[src/rtl/instr_encoder.sv]
// instr_encoder: streaming RV32I(M) instruction encoder.
// Field-level requests are checked for legality, packed into 32-bit words
// and queued in a small circular FIFO feeding the instruction consumer.
// Optional feature macro: ENCODER_RV32M_EN (accept R-format funct7=0000001).
//
// Handshake: a transfer happens on a rising edge where valid && ready are both
// high. On the request side oReady depends only on the registered FIFO count,
// so it never reacts to iReady in the same cycle. On the output side oValid and
// oInstr come straight from the FIFO head and are stable until popped.
module instr_encoder #(
    parameter int DEPTH = 4,
    parameter int CNTW  = 16
) (
    input  logic            iCLK,
    input  logic            iRST,
    input  logic            iValid,
    output logic            oReady,
    input  logic [2:0]      iFormat,
    input  logic [6:0]      iOpcode,
    input  logic [2:0]      iFunct3,
    input  logic [6:0]      iFunct7,
    input  logic [4:0]      iRd,
    input  logic [4:0]      iRs1,
    input  logic [4:0]      iRs2,
    input  logic [31:0]     iImm,
    output logic            oValid,
    input  logic            iReady,
    output logic [31:0]     oInstr,
    output logic            oIllegal,
    output logic [CNTW-1:0] oIssued,
    output logic [CNTW-1:0] oIllegalCnt
);

    localparam int AW = $clog2(DEPTH);
    localparam int CW = AW + 1;

    localparam logic [2:0] FMT_R = 3'd0;
    localparam logic [2:0] FMT_I = 3'd1;
    localparam logic [2:0] FMT_S = 3'd2;
    localparam logic [2:0] FMT_B = 3'd3;
    localparam logic [2:0] FMT_U = 3'd4;
    localparam logic [2:0] FMT_J = 3'd5;

    localparam logic [6:0] OP_REG    = 7'b0110011;
    localparam logic [6:0] OP_IMM    = 7'b0010011;
    localparam logic [6:0] OP_LOAD   = 7'b0000011;
    localparam logic [6:0] OP_JALR   = 7'b1100111;
    localparam logic [6:0] OP_STORE  = 7'b0100011;
    localparam logic [6:0] OP_BRANCH = 7'b1100011;
    localparam logic [6:0] OP_LUI    = 7'b0110111;
    localparam logic [6:0] OP_AUIPC  = 7'b0010111;
    localparam logic [6:0] OP_JAL    = 7'b1101111;

    localparam logic [31:0] NOP = 32'h00000013;

    logic [31:0]     mem_q [DEPTH];
    logic [31:0]     mem_d [DEPTH];
    logic [AW-1:0]   wr_ptr_q, wr_ptr_d;
    logic [AW-1:0]   rd_ptr_q, rd_ptr_d;
    logic [CW-1:0]   count_q, count_d;
    logic            illegal_q, illegal_d;
    logic [CNTW-1:0] issued_q, issued_d;
    logic [CNTW-1:0] ill_cnt_q, ill_cnt_d;

    logic        legal;
    logic [31:0] word;
    logic        accept, push, pop, full, empty;

    // Legality checks: opcode/format pairing, funct fields and immediate range.
    always_comb begin
        logic op_ok;
        logic f_ok;
        logic imm_ok;
        op_ok  = 1'b0;
        f_ok   = 1'b1;
        imm_ok = 1'b1;
        case (iFormat)
            FMT_R: begin
                op_ok = (iOpcode == OP_REG);
                case (iFunct7)
                    7'b0000000: f_ok = 1'b1;
                    7'b0100000: f_ok = (iFunct3 == 3'b000) || (iFunct3 == 3'b101);
`ifdef ENCODER_RV32M_EN
                    7'b0000001: f_ok = 1'b1;
`else
                    7'b0000001: f_ok = 1'b0;
`endif
                    default:    f_ok = 1'b0;
                endcase
            end
            FMT_I: begin
                op_ok  = (iOpcode == OP_IMM) || (iOpcode == OP_LOAD) || (iOpcode == OP_JALR);
                imm_ok = (iImm == {{20{iImm[11]}}, iImm[11:0]});
                if (iOpcode == OP_IMM) begin
                    if (iFunct3 == 3'b001)
                        f_ok = (iImm[11:5] == 7'b0000000);
                    else if (iFunct3 == 3'b101)
                        f_ok = (iImm[11:5] == 7'b0000000) || (iImm[11:5] == 7'b0100000);
                end else if (iOpcode == OP_LOAD) begin
                    f_ok = (iFunct3 != 3'b011) && (iFunct3 != 3'b110) && (iFunct3 != 3'b111);
                end else begin
                    f_ok = (iFunct3 == 3'b000);
                end
            end
            FMT_S: begin
                op_ok  = (iOpcode == OP_STORE);
                imm_ok = (iImm == {{20{iImm[11]}}, iImm[11:0]});
                f_ok   = (iFunct3 == 3'b000) || (iFunct3 == 3'b001) || (iFunct3 == 3'b010);
            end
            FMT_B: begin
                op_ok  = (iOpcode == OP_BRANCH);
                imm_ok = (iImm == {{19{iImm[12]}}, iImm[12:0]}) && !iImm[0];
                f_ok   = (iFunct3 != 3'b010) && (iFunct3 != 3'b011);
            end
            FMT_U: begin
                op_ok  = (iOpcode == OP_LUI) || (iOpcode == OP_AUIPC);
                imm_ok = (iImm[11:0] == 12'h000);
            end
            FMT_J: begin
                op_ok  = (iOpcode == OP_JAL);
                imm_ok = (iImm == {{11{iImm[20]}}, iImm[20:0]}) && !iImm[0];
            end
            default: op_ok = 1'b0;
        endcase
        legal = op_ok && f_ok && imm_ok;
    end

    // Pack the request fields into the standard RV32 layout for its format.
    always_comb begin
        case (iFormat)
            FMT_R:   word = {iFunct7, iRs2, iRs1, iFunct3, iRd, iOpcode};
            FMT_I:   word = {iImm[11:0], iRs1, iFunct3, iRd, iOpcode};
            FMT_S:   word = {iImm[11:5], iRs2, iRs1, iFunct3, iImm[4:0], iOpcode};
            FMT_B:   word = {iImm[12], iImm[10:5], iRs2, iRs1, iFunct3, iImm[4:1], iImm[11], iOpcode};
            FMT_U:   word = {iImm[31:12], iRd, iOpcode};
            FMT_J:   word = {iImm[20], iImm[10:1], iImm[11], iImm[19:12], iRd, iOpcode};
            default: word = NOP;
        endcase
    end

    // Handshake decode; full/empty come only from the registered count.
    always_comb begin
        full   = (count_q == CW'(DEPTH));
        empty  = (count_q == '0);
        accept = iValid && !full;
        push   = accept && legal;
        pop    = !empty && iReady;
    end

    // Next state for the FIFO storage, pointers, count and counters.
    always_comb begin
        mem_d     = mem_q;
        wr_ptr_d  = wr_ptr_q;
        rd_ptr_d  = rd_ptr_q;
        count_d   = count_q;
        illegal_d = accept && !legal;
        issued_d  = issued_q;
        ill_cnt_d = ill_cnt_q;
        if (push) begin
            mem_d[wr_ptr_q] = word;
            wr_ptr_d        = wr_ptr_q + AW'(1);
            if (issued_q != '1)
                issued_d = issued_q + CNTW'(1);
        end
        if (pop)
            rd_ptr_d = rd_ptr_q + AW'(1);
        if (push && !pop)
            count_d = count_q + CW'(1);
        else if (pop && !push)
            count_d = count_q - CW'(1);
        if (accept && !legal && (ill_cnt_q != '1))
            ill_cnt_d = ill_cnt_q + CNTW'(1);
    end

    // State registers; reset discards queued words at once.
    always_ff @(posedge iCLK or posedge iRST) begin
        if (iRST) begin
            for (int i = 0; i < DEPTH; i++)
                mem_q[i] <= NOP;
            wr_ptr_q  <= '0;
            rd_ptr_q  <= '0;
            count_q   <= '0;
            illegal_q <= 1'b0;
            issued_q  <= '0;
            ill_cnt_q <= '0;
        end else begin
            mem_q     <= mem_d;
            wr_ptr_q  <= wr_ptr_d;
            rd_ptr_q  <= rd_ptr_d;
            count_q   <= count_d;
            illegal_q <= illegal_d;
            issued_q  <= issued_d;
            ill_cnt_q <= ill_cnt_d;
        end
    end

    // Output drive: FIFO head or NOP when empty.
    always_comb begin
        oReady      = !full;
        oValid      = !empty;
        oInstr      = empty ? NOP : mem_q[rd_ptr_q];
        oIllegal    = illegal_q;
        oIssued     = issued_q;
        oIllegalCnt = ill_cnt_q;
    end

endmodule

[config.mk]
export PLATFORM = sky130hd
export DESIGN_NAME = instr_encoder
export DESIGN_NICKNAME = d
export VERILOG_FILES = /design/src/rtl/instr_encoder.sv
export SDC_FILE = /design/constraint.sdc
export NUM_CORES = 1
export LEC_CHECK = 0
export ABC_AREA = 0
export BUFFER_PORTS_ARGS = -buffer_cell sky130_fd_sc_hd__buf_2
export CAP_MARGIN = 10
export CORE_MARGIN = 2
export CORE_UTILIZATION = 45
export CTS_CLUSTER_DIAMETER = 60
export DETAILED_ROUTE_END_ITERATION = 10
export GPL_ROUTABILITY_DRIVEN = 0
export PLACE_DENSITY = 0.67
export SYNTH_ARGS = -nofsm -noshare
export SYNTH_HDL_FRONTEND = slang
export SYNTH_SLANG_ARGS = --single-unit
[constraint.sdc]
create_clock -name iCLK -period 5.8 [get_ports iCLK]
set_input_delay 1.16 -clock iCLK [delete_from_list [all_inputs] [get_ports iCLK]]
set_output_delay 1.16 -clock iCLK [all_outputs]
set_load 0.05 [all_outputs]
==> impl_metrics.env <==
export IMPL_worstSetupStartpointType="input pin"
export IMPL_critPathLaunch="iFormat[0]"
export IMPL_cts_tree="done"
export IMPL_die_x_um=143
export IMPL_rsz0062_at_grt="no"
export IMPL_vias=6799
export IMPL_yosysMostFrequentCell="dfrtp_1"
export IMPL_path_clk_slew_ns=0.07
export IMPL_crit_buf_inv=3
export IMPL_yosysSeqAreaShare=0.487
export IMPL_setup_tns_ns=0
export IMPL_grt_pass1_vias=6685
export IMPL_skew_ns=0.0105
export IMPL_cts_resized=0
export IMPL_leakage_nw=4.83
export IMPL_worstSetupEndpointType="flip-flop"
export IMPL_row_count=50
export IMPL_crit_cells=16
export IMPL_worst_slew_pin_slew_ns=1.09
export IMPL_cp_max_fo=29
export IMPL_status="finished, final reports clean"
export IMPL_placed_area_um2=9530
export IMPL_timing_hold_violations_final=0
export IMPL_postRouteAntennaNets=0
export IMPL_critical_path_required_ns=6.14
export IMPL_ff2ff_setup_slack_ns=2.41
export IMPL_antennaDiodeCount=0
export IMPL_place_hpwl_um=15400
export IMPL_max_cap_viol_count=0
export IMPL_rr_endpoint="count_q[2]"
export IMPL_design_power_total_mw=3.21
export IMPL_die_area_um2=20400
export IMPL_worst_hold_path_type="reg -> reg"
export IMPL_htreeDepth=4
export IMPL_synthTopCellsByArea="dfrtp_1, mux4_2, a21oi_1"
export IMPL_synthCells=849
export IMPL_worst_ep_arrival_time_ns=4.60
export IMPL_grt_max_degree=109
export IMPL_cts_hold_buf=0
export IMPL_setup_viol=0
export IMPL_wirelength_um=22300
export IMPL_antenna_found_initial=1
export IMPL_io_pins=138
export IMPL_ys_seq_elements=168
export IMPL_critPathTopFamily="simple AND/OR/NAND/NOR gates"
export IMPL_async_flop_share=1.00
export IMPL_synth_edf_count=0
export IMPL_numPortBuffers=137
export IMPL_fin_crit_sh=0.734
export IMPL_slew_viol_final=0
export IMPL_stdcell_area_um2=10100
export IMPL_synth_avg_cell_area_um2=10.2
export IMPL_cts_setup_buffers=0
export IMPL_nets=1045
export IMPL_yosys_warnings=0
export IMPL_synth_top_area_frac=0.451
export IMPL_die_height_um=143
export IMPL_slew_headroom=0.274
export IMPL_holdWs_ns=0.486
export IMPL_synth_distinct_cells=57
export IMPL_cts_sinks=168
export IMPL_synth_ff_type="dfrtp_1"
export IMPL_route_detailed_drc=0
export IMPL_max_freq_ghz=0.235
export IMPL_powerDensity_nw_per_um2=317
export IMPL_worstSetupPathType="in -> reg"
export IMPL_cts_buffers_inserted=17
export IMPL_synthTopCellsByCount="dfrtp_1, nor2_1, a21oi_1"
export IMPL_nFillCells=1675
export IMPL_fin_crit_ns=4.25
export IMPL_cpMaxStageDelayCell="nor2b_1"
export IMPL_syn_area_um2=8650
export IMPL_grt_pass1_wl_um=35900
export IMPL_overflow=0
export IMPL_drive_gt1_frac=0.276
export IMPL_track_usage=0.227
export IMPL_core_um2=18800
export IMPL_clk_insertion_delay_late_ns=0.43
export IMPL_wire_per_inst_um=18.4
export IMPL_dr_pass1_iters=5
export IMPL_cts_root_buf="clkbuf_16"
export IMPL_irDropWorstVdd_v=0.000205
export IMPL_crit_end="count_q[2]"
export IMPL_clock_path_buffers=2
export IMPL_max_stage_delay_ns=0.42
export IMPL_syn_num_nets=930
export IMPL_cp_cell_sequence="buf_2 -> nor2b_1 -> nand2_1 -> inv_1 -> ha_1 -> nor2_1 -> nand4_1 -> a211oi_1 -> a211o_1 -> nor4bb_1 -> ha_1 -> inv_1 -> fa_1 -> xor2_1 -> nor2_1 -> xor2_1"
export IMPL_r2r_start="count_q[0]"
export IMPL_drt_iter0_markers=446
export IMPL_synth_largest_area_cell="dfrtp_1"
export IMPL_vias_per_cell=5.62
export IMPL_initial_core_util=0.461
export IMPL_rr_worst_depth=9
export IMPL_syn2layout_area_growth_pct=16.9
-- kinds of logic (layout without fill, tap and decap cells) --
family	after synthesis	count (layout)	share of synthesized area
mux	59	59	0.117
buf+inv	66	193	0.0321
xor+xnor	35	35	0.0354
fa+ha+maj	10	10	0.0153
simple gates	335	335	0.195
flops	168	168	0.487
compound gates	176	176	0.117
-- registers in the layout (all words and copies together), names as in the netlist --
register,count
count_q,3
mem_q,128
oIllegal,1
oIllegalCnt,16
oIssued,16
rd_ptr_q,2
wr_ptr_q,2
-- layer usage --
layer,vias to the layer above,part of all wire,global-route usage
li1,3202,-,-
met1,3345,0.44,0.308
met2,218,0.48,0.372
met3,32,0.055,0.0453
met4,2,0.020,0.0688
met5,-,0.00058,0
-- layout make-up --
| cell class | count | area [µm²] | area share |
|---|---|---|---|
| clock buffer | 17 | 425 | 0.0420 |
| multi-input combinational | 615 | 4180 | 0.413 |
| clock inverter | 14 | 165 | 0.0163 |
| inverter | 15 | 61.3 | 0.00606 |
| timing repair buffer | 147 | 773 | 0.0764 |
| sequential | 168 | 4220 | 0.417 |
| tap | 234 | 293 | 0.0289 |
-- report_power, final --
part           leakage (nW)  internal [mW]  switching, mW  total, mW
registers              2.25           1.23          0.153       1.39
clock network         0.277          0.644          0.498       1.14
logic                  2.30          0.249          0.430      0.679
-- worst register-to-register path: stages (launching register included) --
cell and delay, ns:
dfrtp_1 0.43, nor3_1 0.68, inv_1 0.70, nand2_1 0.43, ha_1 0.24, inv_1 0.06
fa_1 0.37, xor2_1 0.15, nor2_1 0.11, xor2_1 0.15
-- how the worst min path moves through the flow --
stage	slack, ns	endpoint	cells after the start	startpoint
5_1_grt	0.50	oIllegalCnt[15]	1	oIllegalCnt[15]
6_report	0.49	oIllegalCnt[4]	1	oIllegalCnt[4]
3_3_place_gp	0.47	mem_q[5]	2	mem_q[5]
4_1_cts	0.49	oIllegalCnt[15]	1	oIllegalCnt[15]
2_1_floorplan	0.45	mem_q[37]	2	mem_q[37]
3_5_place_dp	0.48	mem_q[38]	2	mem_q[38]
-- stage by stage --
stage / utilization / worst slack, ns / cells
2_1_floorplan: - / 0.113 / 849
3_3_place_gp: 0.508 / 1.30 / 1179
3_5_place_dp: 0.508 / 1.16 / 1179
4_1_cts: 0.539 / 1.58 / 1210
5_1_grt: 0.539 / 1.14 / 1210
6_report: 0.539 / 1.55 / 1210
-- layout by cell type, fill, tap and decap left out, types with 3 or more instances in the layout --
master | netlist | layout
nor4_1 | 9 | 9
dfrtp_1 | 156 | 155
nor3_4 | 0 | 3
nor2b_1 | 23 | 23
clkbuf_16 | 0 | 17
or2_2 | 15 | 15
nor3_1 | 15 | 14
and2_1 | 31 | 31
nor2_1 | 139 | 139
buf_2 | 18 | 137
a21oi_1 | 133 | 133
nand4_1 | 12 | 12
o21ai_0 | 15 | 15
xnor2_1 | 15 | 15
a31oi_1 | 4 | 4
mux4_2 | 32 | 32
clkinvlp_4 | 0 | 4
inv_6 | 0 | 5
or4_1 | 4 | 4
inv_1 | 15 | 14
nand3_1 | 16 | 16
mux2_2 | 17 | 17
or3_1 | 4 | 4
nand2b_1 | 12 | 12
mux2i_1 | 9 | 9
xor2_1 | 20 | 20
nand2_1 | 34 | 34
buf_4 | 0 | 9
a221oi_1 | 5 | 5
ha_1 | 9 | 9
nor3_2 | 5 | 3
and3_1 | 5 | 5
dfstp_2 | 12 | 12
Power figures use the tool's default switching activity.
